File: config.mk
export PLATFORM = sky130hd
export DESIGN_NAME = multicycle_ctrl_flat
export DESIGN_NICKNAME = d
export VERILOG_FILES = /design/src/rtl/multicycle_ctrl_if.sv /design/src/rtl/multicycle_ctrl.sv /design/src/flat_wrapper.sv
export SDC_FILE = /design/constraint.sdc
export NUM_CORES = 1
export LEC_CHECK = 0
export CAP_MARGIN = 20
export CORE_UTILIZATION = 33
export CTS_BUF_LIST = sky130_fd_sc_hd__clkbuf_16
export CTS_CLUSTER_SIZE = 25
export DETAILED_ROUTE_END_ITERATION = 10
export PLACE_DENSITY = 0.79
export SLEW_MARGIN = 20
export SYNTH_ARGS = -nofsm -noshare
export SYNTH_HDL_FRONTEND = slang
export SYNTH_SLANG_ARGS = --single-unit
File: constraint.sdc
create_clock -name CLK -period 1.32 [get_ports CLK]
set_input_delay 0.132 -clock CLK [delete_from_list [all_inputs] [get_ports CLK]]
set_output_delay 0.132 -clock CLK [all_outputs]
set_load 0.01 [all_outputs]
File: src/rtl/multicycle_ctrl_if.sv
// Memory-side handshake between the multicycle controller and instruction/data memory.
// Handshake: the controller raises Mem_Req with Mem_Write, Address_Src, Store_type and Load_type held
// stable; the access completes in the first cycle where Mem_Ready is high alongside Mem_Req.
interface multicycle_ctrl_if;
    logic Mem_Req;
    logic Mem_Write;
    logic Address_Src;
    logic Store_type;
    logic Load_type;
    logic Mem_Ready;

    modport master (
        output Mem_Req,
        output Mem_Write,
        output Address_Src,
        output Store_type,
        output Load_type,
        input  Mem_Ready
    );

    modport slave (
        input  Mem_Req,
        input  Mem_Write,
        input  Address_Src,
        input  Store_type,
        input  Load_type,
        output Mem_Ready
    );
endinterface

File: src/rtl/multicycle_ctrl.sv
// Multicycle control unit for the RV32I-subset core: FETCH/DECODE/EXEC/MEM/WB/HALT with
// memory wait states, branch/JAL support, an end-of-program PC and a sticky illegal flag.
module multicycle_ctrl #(
    parameter int PC_W   = 7,
    parameter int END_PC = 84
) (
    input  logic              CLK,
    input  logic              RST_N,
    input  logic [PC_W-1:0]   PC,
    input  logic [6:0]        opcode,
    input  logic [2:0]        funct3,
    input  logic              funct7_5,
    input  logic              Zero,
    multicycle_ctrl_if.master mem,
    output logic              Inst_Write,
    output logic              PC_Write,
    output logic [1:0]        PC_Src,
    output logic [2:0]        Imm_Src,
    output logic [2:0]        Alu_Control,
    output logic              Reg_Write,
    output logic [1:0]        Result_selector,
    output logic              Halt,
    output logic              Illegal,
    output logic [2:0]        state_dbg
);

    typedef enum logic [2:0] {
        S_FETCH  = 3'd0,
        S_DECODE = 3'd1,
        S_EXEC   = 3'd2,
        S_MEM    = 3'd3,
        S_WB     = 3'd4,
        S_HALT   = 3'd5
    } state_t;

    localparam logic [6:0] OP_LOAD   = 7'b0000011;
    localparam logic [6:0] OP_STORE  = 7'b0100011;
    localparam logic [6:0] OP_OPIMM  = 7'b0010011;
    localparam logic [6:0] OP_OP     = 7'b0110011;
    localparam logic [6:0] OP_LUI    = 7'b0110111;
    localparam logic [6:0] OP_BRANCH = 7'b1100011;
    localparam logic [6:0] OP_JAL    = 7'b1101111;

    state_t state_q, state_d;
    logic   illegal_q, illegal_d;

    logic is_load, is_store, is_opimm, is_op, is_lui, is_branch, is_jal, supported;
    logic at_end, br_taken;
    logic [2:0] imm_dec, alu_dec;

    assign is_load   = (opcode == OP_LOAD);
    assign is_store  = (opcode == OP_STORE);
    assign is_opimm  = (opcode == OP_OPIMM);
    assign is_op     = (opcode == OP_OP);
    assign is_lui    = (opcode == OP_LUI);
    assign is_branch = (opcode == OP_BRANCH);
    assign is_jal    = (opcode == OP_JAL);
    assign supported = is_load | is_store | is_opimm | is_op | is_lui | is_branch | is_jal;
    assign at_end    = (PC == PC_W'(END_PC));
    // funct3[0] distinguishes BNE from BEQ, so it inverts the sense of Zero.
    assign br_taken  = Zero ^ funct3[0];

    always_comb begin
        imm_dec = 3'd0;
        if (is_store)       imm_dec = 3'd1;
        else if (is_lui)    imm_dec = 3'd2;
        else if (is_branch) imm_dec = 3'd3;
        else if (is_jal)    imm_dec = 3'd4;
    end

    always_comb begin
        alu_dec = 3'd0;
        if (is_opimm || is_op) begin
            case (funct3)
                3'b000:  alu_dec = (is_op && funct7_5) ? 3'd3 : 3'd0;
                3'b111:  alu_dec = 3'd1;
                3'b110:  alu_dec = 3'd4;
                3'b100:  alu_dec = 3'd5;
                3'b010:  alu_dec = 3'd6;
                default: alu_dec = 3'd0;
            endcase
        end else if (is_lui) begin
            alu_dec = 3'd2;
        end else if (is_branch) begin
            alu_dec = 3'd3;
        end
    end

    always_ff @(posedge CLK or negedge RST_N) begin
        if (!RST_N) begin
            state_q   <= S_FETCH;
            illegal_q <= 1'b0;
        end else begin
            state_q   <= state_d;
            illegal_q <= illegal_d;
        end
    end

    always_comb begin
        state_d   = state_q;
        illegal_d = illegal_q;
        case (state_q)
            S_FETCH: begin
                if (at_end)             state_d = S_HALT;
                else if (mem.Mem_Ready) state_d = S_DECODE;
            end
            S_DECODE: begin
                if (!supported) begin
                    state_d   = S_HALT;
                    illegal_d = 1'b1;
                end else begin
                    state_d = S_EXEC;
                end
            end
            S_EXEC: begin
                if (is_load || is_store)              state_d = S_MEM;
                else if (is_opimm || is_op || is_lui) state_d = S_WB;
                else                                  state_d = S_FETCH;
            end
            S_MEM: begin
                if (mem.Mem_Ready) state_d = is_store ? S_FETCH : S_WB;
            end
            S_WB:    state_d = S_FETCH;
            S_HALT:  state_d = S_HALT;
            default: state_d = S_FETCH;
        endcase
    end

    logic mem_req, mem_write, addr_src, store_type, load_type;

    // Everything is gated by RST_N so a reset mid-access drops the request without a clock edge.
    always_comb begin
        mem_req         = 1'b0;
        mem_write       = 1'b0;
        addr_src        = 1'b0;
        store_type      = 1'b0;
        load_type       = 1'b0;
        Inst_Write      = 1'b0;
        PC_Write        = 1'b0;
        PC_Src          = 2'd0;
        Imm_Src         = 3'd0;
        Alu_Control     = 3'd0;
        Reg_Write       = 1'b0;
        Result_selector = 2'd0;
        Halt            = 1'b0;
        Illegal         = 1'b0;
        if (RST_N) begin
            Illegal = illegal_q;
            case (state_q)
                S_FETCH: begin
                    if (!at_end) begin
                        mem_req = 1'b1;
                        if (mem.Mem_Ready) begin
                            Inst_Write = 1'b1;
                            PC_Write   = 1'b1;
                        end
                    end
                end
                S_DECODE: Imm_Src = imm_dec;
                S_EXEC: begin
                    Imm_Src     = imm_dec;
                    Alu_Control = alu_dec;
                    if (is_branch && br_taken) begin
                        PC_Write = 1'b1;
                        PC_Src   = 2'd1;
                    end
                    if (is_jal) begin
                        PC_Write        = 1'b1;
                        PC_Src          = 2'd2;
                        Reg_Write       = 1'b1;
                        Result_selector = 2'd3;
                    end
                end
                S_MEM: begin
                    mem_req  = 1'b1;
                    addr_src = 1'b1;
                    Imm_Src  = imm_dec;
                    if (is_store) begin
                        mem_write  = 1'b1;
                        store_type = (funct3 == 3'b010);
                    end
                    if (is_load) load_type = (funct3 == 3'b100);
                end
                S_WB: begin
                    Reg_Write = 1'b1;
                    if (is_load) begin
                        Result_selector = 2'd1;
                        load_type       = (funct3 == 3'b100);
                    end
                end
                S_HALT:  Halt = 1'b1;
                default: ;
            endcase
        end
    end

    assign mem.Mem_Req     = mem_req;
    assign mem.Mem_Write   = mem_write;
    assign mem.Address_Src = addr_src;
    assign mem.Store_type  = store_type;
    assign mem.Load_type   = load_type;
    assign state_dbg       = state_q;

endmodule

File: src/flat_wrapper.sv
// flat-port wrapper written by rule: the top's interface ports become plain ports
module multicycle_ctrl_flat 
#(
    parameter int PC_W   = 7,
    parameter int END_PC = 84
)
  (CLK, RST_N, PC, opcode, funct3, funct7_5, Zero, Inst_Write, PC_Write, PC_Src, Imm_Src, Alu_Control, Reg_Write, Result_selector, Halt, Illegal, state_dbg, mem_Mem_Req, mem_Mem_Write, mem_Address_Src, mem_Store_type, mem_Load_type, mem_Mem_Ready);
  multicycle_ctrl_if mem_i ();
  input  logic CLK;
  input  logic RST_N;
  input  logic [PC_W-1:0] PC;
  input  logic [6:0] opcode;
  input  logic [2:0] funct3;
  input  logic funct7_5;
  input  logic Zero;
  output logic Inst_Write;
  output logic PC_Write;
  output logic [1:0] PC_Src;
  output logic [2:0] Imm_Src;
  output logic [2:0] Alu_Control;
  output logic Reg_Write;
  output logic [1:0] Result_selector;
  output logic Halt;
  output logic Illegal;
  output logic [2:0] state_dbg;
  output wire logic [$bits(mem_i.Mem_Req)-1:0] mem_Mem_Req;
  output wire logic [$bits(mem_i.Mem_Write)-1:0] mem_Mem_Write;
  output wire logic [$bits(mem_i.Address_Src)-1:0] mem_Address_Src;
  output wire logic [$bits(mem_i.Store_type)-1:0] mem_Store_type;
  output wire logic [$bits(mem_i.Load_type)-1:0] mem_Load_type;
  input wire logic [$bits(mem_i.Mem_Ready)-1:0] mem_Mem_Ready;
  assign mem_Mem_Req = mem_i.Mem_Req;
  assign mem_Mem_Write = mem_i.Mem_Write;
  assign mem_Address_Src = mem_i.Address_Src;
  assign mem_Store_type = mem_i.Store_type;
  assign mem_Load_type = mem_i.Load_type;
  assign mem_i.Mem_Ready = mem_Mem_Ready;
  multicycle_ctrl #(.PC_W(PC_W), .END_PC(END_PC)) u_core (.CLK(CLK), .RST_N(RST_N), .PC(PC), .opcode(opcode), .funct3(funct3), .funct7_5(funct7_5), .Zero(Zero), .mem(mem_i), .Inst_Write(Inst_Write), .PC_Write(PC_Write), .PC_Src(PC_Src), .Imm_Src(Imm_Src), .Alu_Control(Alu_Control), .Reg_Write(Reg_Write), .Result_selector(Result_selector), .Halt(Halt), .Illegal(Illegal), .state_dbg(state_dbg));
endmodule
==> run summary, run 1 <==
post-synth top area cell - dfrtp_1
Yosys top cell area share - 13.8%
Initial Util - 35.9%
Yosys reg bits - 4
PortBufs - 44
sequential area share after synthesis - 13.8%
Post-synth ARST share - 100%
GPL Wtd Cong - 0.812
GRT repair_timing worst endpoint - Alu_Control[2]
CTS Root Cell - clkbuf_16
total placed cells including tap cells - 210
Mapped Cells - 103
Cell Rows - 16
Synthesis Warnings - 0
Post-Synthesis Cell Area - 726 um2
number of clock sinks - 4
die width - 48.9 um
status - aborted with a tool error
synthesized area per cell - 7.05 um2
worst endpoint type - top-level output
Err - [ERROR DPL-0038] Utilization greater than 100%, impossible to legalize
Die Height - 48.9 um
largest net degree at the start of global routing - 12
Post-synth EDFFs - 0
CTS H-Tree Depth - 1
Halt Stage - global routing (5_1_grt)
Syn Nets - 125
largest cells by area after synthesis - dfrtp_1, nor2_1, nand2b_1
CTS Buf Count - 3
Max clock buf depth - 2
Ports - 45
Top FF cell, synth - dfrtp_1
Netlist cell types - 41
dpl hpwl - 2340 um
-- through the flow --
step	area (um2)	hold WS, ps	setup slack (ps)
floorplan	817	-164	-168
global placement	1550	440	-854
detailed placement	1550	458	-896
CTS	1890	466	-431
-- cells in the mapped netlist, types with 2 or more instances --
cell type / instances
and3_1: 2
nor4_2: 2
nand3_1: 2
buf_6: 2
or3_1: 2
nand2_1: 6
a32oi_1: 2
xnor2_1: 2
a21oi_1: 8
a211oi_1: 3
nand2b_1: 8
nor3b_1: 2
buf_4: 3
nor4_1: 6
dfrtp_1: 4
o21ai_0: 2
or2b_1: 2
nor2b_1: 2
nor3_1: 3
o211ai_1: 2
inv_1: 4
nor2_1: 15
-- kinds of logic after synthesis --
| logic type | after synthesis | share of synthesized area (%) |
|---|---|---|
| AND/OR/NAND/NOR | 60 | 48.3 |
| AO/OA/AOI/OAI | 27 | 26.6 |
| XOR/XNOR | 2 | 2.41 |
| flip-flops | 4 | 13.8 |
| buffers and inverters | 10 | 8.96 |
-- repair_timing --
action                                  4_1_cts
setup buffers                                10
endpoints found under the hold margin         4
hold buffers                                  1
endpoints found under the setup margin       27
resized for setup                           155
pin swaps                                    19
==> run 2: changes to the inputs <==
--- a/config.mk
+++ b/config.mk
@@ -6,11 +6,10 @@
 export NUM_CORES = 1
 export LEC_CHECK = 0
 export CAP_MARGIN = 20
-export CORE_UTILIZATION = 33
-export CTS_BUF_LIST = sky130_fd_sc_hd__clkbuf_16
-export CTS_CLUSTER_SIZE = 25
+export CORE_AREA = 2 2 63 65
 export DETAILED_ROUTE_END_ITERATION = 10
-export PLACE_DENSITY = 0.79
+export DIE_AREA = 0 0 65 67
+export PLACE_DENSITY_LB_ADDON = 0.15
 export SLEW_MARGIN = 20
 export SYNTH_ARGS = -nofsm -noshare
 export SYNTH_HDL_FRONTEND = slang
==> constraint.sdc (replaced) <==
create_clock -name CLK -period 1.72 [get_ports CLK]
set_input_delay 0.172 -clock CLK [delete_from_list [all_inputs] [get_ports CLK]]
set_output_delay 0.172 -clock CLK [all_outputs]
set_load 0.01 [all_outputs]
==> run 2 against run 1 <==
Compared with the run above:
- the flow now finishes, with violations (negative setup slack)
- area after synthesis did not move
- synthesized cell count did not move
==> run summary, run 2 <==
global-route usage over all layers - 13.6%
layout cells sized above 1 - 45.2%
crit-path max FO - 4
routed wl met3 - 126 um
worst min-delay path class - flop to flop
core area - 0.00361 mm2
antenna cells - 0
GPL Wtd Cong - 0.789
WP depth - 4
max reg flops - 3
Worst path top cell family by delay - simple AND/OR/NAND/NOR gates
Startpoint Class - flop
most frequent cell after synthesis - nor2_1
RSZ-0062 raised after global routing - true
PortBufs - 44
dpl hpwl - 2340 um
Slew @ Worst Pin - 305 ps
GRT overflow - 0
Final Cycle Share - 103%
final antenna-violating net count - 0
first-pass GRT wire length - 4720 um
Final Hold Vio Count - 0
CP Launch Point - u_core.state_dbg[2]
top post-synthesis cells by count - nor2_1, a21oi_1, nand2b_1, nand2_1, nor4_1
Max clock buf depth - 2
Initial Util - 20.1%
final net count - 212
synth-to-layout area growth - 124%
hold path depth - 2
DRT Pass-1 Iters - 4
maximum VDD drop - 0.238 mV
status - complete, but fails checks
Leakage - 0.780 nW
Avg WL per Cell - 12.7 um
Clock Skew - 0.153 ps
die width - 65 um
wl on met1 - 1360 um
slowest stage delay, CP - 490 ps
Area after DPL - 0.00145 mm2
hold_sp - u_core.illegal_q
max_slew headroom - 79.5%
Pins Over Slew Limit - 0
Final setup viols - 1
largest cells by area after synthesis - dfrtp_1, nor2_1, nand2b_1
Top FF cell, synth - dfrtp_1
final std cells w/o fill - 236
Vias - 1094
Crit Reg-Reg Startpoint - u_core.state_dbg[1]
worst setup margin - -48.7 ps
Post-synth EDFFs - 0
Die Height - 67 um
Syn Nets - 125
met2 WL - 1500 um
cell count of the worst reg-to-reg path - 5
largest net degree at the start of global routing - 10
CP bufs+invs - 1
Ports - 45
Die ar. - 0.00436 mm2
CTS H-Tree Depth - 1
cells along the critical path - nand2b_4 -> or4_4 -> a211oi_2 -> buf_2
failing checks - negative setup slack
drc violations - 0
CP max-delay cell - or4_4
endpoint class of the critical path - output pin
Post-synth ARST share - 100%
Yosys reg bits - 4
Hold WS - 447 ps
antenna violations before repair - 0
power per cell area - 275 mW/mm2
Cell Rows - 22
R2R Setup Slk - 300 ps
Worst-path clk slew - 30 ps
sequential area share after synthesis - 13.8%
Final Cell Area - 0.00162 mm2
Worst-Skew Late Latency - 220 ps
FMAX - 565 MHz
Avg Vias per Cell - 4.64
Mapped Cells - 103
Tmin final - 1770 ps
Yosys top cell area share - 13.8%
Worst R2R End - u_core.state_dbg[2]
uppermost routed layer - met4
Crit path arrival time - 1600 ps
CTS tree - done
Iter 0 DRT Violations - 35
Synthesis Warnings - 0
Final Util - 45.0%
worst path required time - 1550 ps
WS Path Type - flop to output pin
vias in the first global route - 1080
synthesized area per cell - 7.05 um2
most common cell after layout, fill and taps aside - buf_4
Hold EP - u_core.illegal_q
post-synth top area cell - dfrtp_1
max-cap violations - 0
most frequent cells in the layout - buf_4, nor2_1, buf_2
Post-Synthesis Cell Area - 726 um2
CTS Buf Count - 3
drt total wl - 3000 um
CTS Root Cell - clkbuf_8
total placed cells including tap cells - 226
Netlist cell types - 41
number of clock sinks - 4
## run 2: how the worst max path moves through the flow
stage                                 to  slack, ps
after floorplan           mem_Store_type         90
after global placement          PC_Write       -530
after detailed placement  mem_Store_type       -540
after CTS                       PC_Write        -80
after global routing            PC_Write       -110
final                           PC_Write        -50
## run 2: what timing repair did
action,in CTS,in global routing
hold endpoints to repair,0,4
gates resized for setup,83,31
setup endpoints to repair,19,16
buffers inserted,4,2
hold buffers,0,1
pin swaps,6,9
## run 2: stage by stage
step,setup WS [ps],setup TNS [ps],total power (W)
floorplan,88.8,0,0.000143
detailed placement,-543,-7660,0.000240
global route,-110,-305,0.000472
CTS,-75.7,-192,0.000445
finish,-48.7,-48.7,0.000447
global placement,-532,-7700,0.000239
## run 2: layout make-up
type                    count  area [um2]
flip-flops and latches      4         100
repair buffers             88         727
multi-input cells          89         681
fillers                   381        1980
inverters                   4        15.0
well taps                  48        60.1
clock buffers               3        41.3
## run 2: cells by family after synthesis
group	Yosys count	share of synthesized area, %
AO/OA/AOI/OAI	27	26.6
XOR/XNOR	2	2.41
buffers and inverters	10	8.96
flip-flops	4	13.8
AND/OR/NAND/NOR	60	48.3
## run 2: metal layers
layer  global-route usage, %  up-vias
met4                    1.60        0
met5                       0        -
met3                    2.87        2
met2                    24.4       28
met1                    17.0      503
li1                        -      561
## run 2: where the power goes
| part | internal, W | switching, W | leakage [nW] |
|---|---|---|---|
| Clock | 0.000149 | 0.0000488 | 0.0216 |
| Combinational | 0.0000857 | 0.0000685 | 0.718 |
| Sequential | 0.0000948 | 0 | 0.0402 |
## run 2: tightest hold or removal path: stages (launching register included)
cell	delay, ps
dfrtp_1	310
inv_1	50
o31ai_2	50
Power figures use the tool's default switching activity.
==> run 3: changes to the inputs <==
--- a/config.mk
+++ b/config.mk
@@ -7,9 +7,11 @@
 export LEC_CHECK = 0
 export CAP_MARGIN = 20
 export CORE_AREA = 2 2 63 65
+export CTS_CLUSTER_SIZE = 20
 export DETAILED_ROUTE_END_ITERATION = 10
 export DIE_AREA = 0 0 65 67
 export PLACE_DENSITY_LB_ADDON = 0.15
+export SKIP_CTS_REPAIR_TIMING = 1
 export SLEW_MARGIN = 20
 export SYNTH_ARGS = -nofsm -noshare
 export SYNTH_HDL_FRONTEND = slang
==> run 3 against run 2 <==
Compared with the run above:
- sequential power is essentially flat
- power rose by 0.47%
- clock power about the same
- cell area increased by 1.0%
- clock-buffer cell count did not move
- the run still ends with negative setup slack left
- die area is the same
- via count increased by 0.18%
- critical path type is now input port to output pin
- clock skew hardly changed
- wire length down 0.10%
- hold slack worse by 0.54 ps
- non-clock buffer count is 2 lower
- core utilization grew 0.45 points
==> run summary, run 3 (synthesized netlist as in run 2, its figures left out) <==
Clock Skew - 0.459 ps
DRT Pass-1 Iters - 4
Crit path arrival time - 1620 ps
core area - 0.00361 mm2
Final setup viols - 2
final antenna-violating net count - 0
worst setup margin - -69.4 ps
maximum VDD drop - 0.239 mV
synth-to-layout area growth - 126%
dpl hpwl - 2340 um
drt total wl - 3000 um
drc violations - 0
endpoint class of the critical path - output pin
first-pass GRT wire length - 4570 um
Cell Rows - 22
vias in the first global route - 1048
final net count - 210
Area after DPL - 0.00145 mm2
CTS Root Cell - clkbuf_8
Worst-Skew Late Latency - 220 ps
FMAX - 559 MHz
Final Cell Area - 0.00164 mm2
max-cap violations - 0
Worst-path clk slew - 30 ps
Initial Util - 20.1%
status - complete, but fails checks
GPL Wtd Cong - 0.789
PortBufs - 44
Vias - 1096
crit-path max FO - 2
CP max-delay cell - clkdlybuf4s50_1
GRT overflow - 0
Avg Vias per Cell - 4.68
max reg flops - 3
Total Neg Setup Slack - -71.6 ps
final std cells w/o fill - 234
power per cell area - 274 mW/mm2
most common cell after layout, fill and taps aside - buf_4
fillers - 376
slowest stage delay, CP - 540 ps
worst path required time - 1550 ps
total placed cells including tap cells - 226
WS Path Type - input port to output pin
number of clock sinks - 4
CTS Buf Count - 3
Max clock buf depth - 2
die width - 65 um
RSZ-0062 raised after global routing - true
Hold WS - 446 ps
global-route usage over all layers - 13.1%
Avg WL per Cell - 12.8 um
antenna violations before repair - 0
Tmin final - 1790 ps
Iter 0 DRT Violations - 27
cells along the critical path - clkdlybuf4s50_1 -> nand2b_4 -> or4_4 -> a211oi_2 -> buf_2
Die ar. - 0.00436 mm2
largest net degree at the start of global routing - 10
Pins Over Slew Limit - 0
Die Height - 67 um
max_slew headroom - 78.1%
layout cells sized above 1 - 39.2%
worst min-delay path class - flop to flop
CTS H-Tree Depth - 1
most frequent cells in the layout - buf_4, dlymetal6s2s_1, nor2_1
Final Cycle Share - 104%
Final Hold Vio Count - 0
antenna cells - 0
CTS tree - done
Leakage - 0.951 nW
Slew @ Worst Pin - 326 ps
Place WS - -543 ps
Startpoint Class - input port
failing checks - negative setup slack
Ports - 45
## run 3: routing by layer
layer	routed length, um	vias up	track usage (%)
li1	-	555	-
met5	0	-	0
met4	13	0	1.60
met3	185	2	2.70
met1	1310	500	17.4
met2	1490	39	22.3
## run 3: worst paths after layout
path / end / start / slack (ps) / cells past startpoint
max: PC_Write / mem_Mem_Ready / -70 / 5
min: u_core.illegal_q / u_core.illegal_q / 450 / 2
max reg2reg: u_core.state_dbg[2] / u_core.state_dbg[1] / 320 / 5
min reg2reg: u_core.illegal_q / u_core.illegal_q / 450 / 2
max in group asynchronous: u_core.state_dbg[0] / RST_N / 990 / 3
min in group asynchronous: u_core.state_dbg[2] / RST_N / 560 / 3
## run 3: through the flow
stage,utilization (%),power (W)
floorplan,-,0.000143
global placement,40.3,0.000239
detailed placement,40.3,0.000240
CTS,41.5,0.000442
global route,45.5,0.000474
finish,45.5,0.000449
## run 3: power by group
group	leakage (nW)	total (W)	switching [W]	internal (W)
clock network	0.0216	0.000199	0.0000497	0.000149
logic	0.889	0.000155	0.0000671	0.0000882
registers	0.0402	0.0000948	0	0.0000948
total	0.951	0.000449	0.000117	0.000332
## run 3: final cells by class
type | instances | area [um2] | share of cell area, %
sequential | 4 | 100 | 6.10
inverter | 4 | 15.0 | 0.915
timing repair buffer | 86 | 774 | 47.2
multi-input combinational | 89 | 649 | 39.6
clock buffer | 3 | 41.3 | 2.52
tap | 48 | 60.1 | 3.66
## run 3: critical path, delay by kind of cell
family | cells | cell delay (ps)
AND/OR/NAND/NOR | 2 | 560
AO/OA/AOI/OAI | 1 | 180
buffers and inverters | 2 | 700
==> run 4: changes to the inputs <==
--- a/config.mk
+++ b/config.mk
@@ -10,7 +10,6 @@
 export CTS_CLUSTER_SIZE = 20
 export DETAILED_ROUTE_END_ITERATION = 10
 export DIE_AREA = 0 0 65 67
-export PLACE_DENSITY_LB_ADDON = 0.15
 export SKIP_CTS_REPAIR_TIMING = 1
 export SLEW_MARGIN = 20
 export SYNTH_ARGS = -nofsm -noshare
==> run 4 against run 3 <==
Compared with the run above:
- register-to-register slack improved by 30 ps
- via count decreased by 1.6%
- wire length decreased by 3.4%
- the flow still finishes with violations (negative setup slack)
==> run summary, run 4 (synthesized netlist as in run 2, its figures left out) <==
status - complete, but fails checks
failing checks - negative setup slack
max_slew headroom - 77.9%
worst setup margin - -111 ps
Avg WL per Cell - 12.3 um
Final Hold Vio Count - 0
layout cells sized above 1 - 41.2%
Tot Pwr - 0.000447 W
endpoint class of the critical path - output pin
fillers - 370
final antenna-violating net count - 0
most frequent cells in the layout - buf_4, dlymetal6s2s_1, clkdlybuf4s50_1
Place WS - -584 ps
power per cell area - 273 mW/mm2
CTS Root Cell - clkbuf_8
Worst path top cell family by delay - simple AND/OR/NAND/NOR gates
Worst-path clk slew - 30 ps
Ports - 45
Initial Util - 20.1%
CP bufs+invs - 1
Cell Rows - 22
vias in the first global route - 968
Pins Over Slew Limit - 0
Clk pwr share - 43.6%
global-route usage over all layers - 12.8%
Leakage - 0.922 nW
number of clock sinks - 4
antenna cells - 0
Crit Reg-Reg Startpoint - u_core.state_dbg[1]
Crit path arrival time - 1660 ps
Final setup viols - 2
max-cap violations - 0
worst path required time - 1550 ps
CTS H-Tree Depth - 1
Die Height - 67 um
Iter 0 DRT Violations - 34
final std cells w/o fill - 235
RSZ-0062 raised after global routing - true
CP max-delay cell - or4_4
Final Cell Area - 0.00164 mm2
total placed cells including tap cells - 227
antenna violations before repair - 0
worst min-delay path class - input port to asynchronous set/reset pin
Startpoint Class - flop
Worst R2R End - u_core.state_dbg[1]
WS Path Type - flop to output pin
die width - 65 um
Sw Pwr - 0.000113 W
crit-path max FO - 4
max reg flops - 3
first-pass GRT wire length - 4330 um
final net count - 211
Max clock buf depth - 2
GRT overflow - 0
Vias - 1079
dpl hpwl - 2310 um
largest net degree at the start of global routing - 10
Sw Ratio - 25.3%
Final Cycle Share - 106%
Die ar. - 0.00436 mm2
Final Util - 45.5%
Area after DPL - 0.00146 mm2
Comb pwr share - 35.2%
most common cell after layout, fill and taps aside - buf_4
slowest stage delay, CP - 500 ps
DRT Pass-1 Iters - 4
FMAX - 546 MHz
Clock Skew - 0.358 ps
Int Power - 0.000334 W
R2R Setup Slk - 350 ps
Worst-Skew Late Latency - 210 ps
Seq pwr share - 21.2%
drc violations - 0
GPL Wtd Cong - 0.844
cell count of the worst reg-to-reg path - 5
drt total wl - 2890 um
maximum VDD drop - 0.0926 mV
synth-to-layout area growth - 126%
Tmin final - 1830 ps
core area - 0.00361 mm2
CTS Buf Count - 3
Slew @ Worst Pin - 328 ps
CTS tree - done
Avg Vias per Cell - 4.59
PortBufs - 44
cells along the critical path - nand2b_4 -> or4_4 -> a211oi_2 -> clkbuf_2
[run 4: cell type report]
type                       count  area (um2)  share of cell area [%]
tap                           48        60.1                    3.66
inverter                       4        15.0                   0.916
multi-input combinational     89         657                    40.1
timing repair buffer          87         764                    46.6
sequential                     4         101                    6.18
clock buffer                   3        41.3                    2.52
[run 4: worst reg2reg max path, stage by stage, from the launching register on]
cell and delay (ps):
dfrtp_2 420, or2b_1 270, nor2_1 80, buf_4 140
a32oi_1 130, a21bo_1 210
[run 4: worst max path at each step]
| stage | from | endpoint | slack [ps] | cells after the start |
|---|---|---|---|---|
| 2_1_floorplan | u_core.state_dbg[2] | mem_Store_type | 90 | 4 |
| 3_3_place_gp | PC[5] | PC_Write | -570 | 6 |
| 3_5_place_dp | opcode[4] | PC_Write | -580 | 6 |
| 4_1_cts | opcode[4] | PC_Write | -600 | 6 |
| 5_1_grt | u_core.state_dbg[2] | PC_Write | -160 | 4 |
| 6_report | u_core.state_dbg[2] | PC_Write | -110 | 4 |
[run 4: power groups by stage]
stage	registers [W]	logic [W]	clock network (W)
CTS	0.0000948	0.000147	0.000201
finish	0.0000948	0.000158	0.000195
global route	0.0000947	0.000171	0.000213
global placement	0.0000958	0.000145	0
detailed placement	0.0000958	0.000147	0
floorplan	0.0000958	0.0000476	0
[run 4: routing by layer]
layer / track usage [%] / part of all wire (%) / vias to the layer above
li1: - / - / 554
met1: 16.2 / 45 / 495
met2: 21.3 / 49 / 28
met3: 2.03 / 4.4 / 2
met4: 5.59 / 0.93 / 0
met5: 0 / 0 / -
[run 4: stage by stage]
step                hold slack (ps)  setup TNS (ps)
CTS                             284           -8160
finish                          333            -133
global placement                439           -8040
floorplan                      -124               0
detailed placement              446           -8240
global route                    338            -517
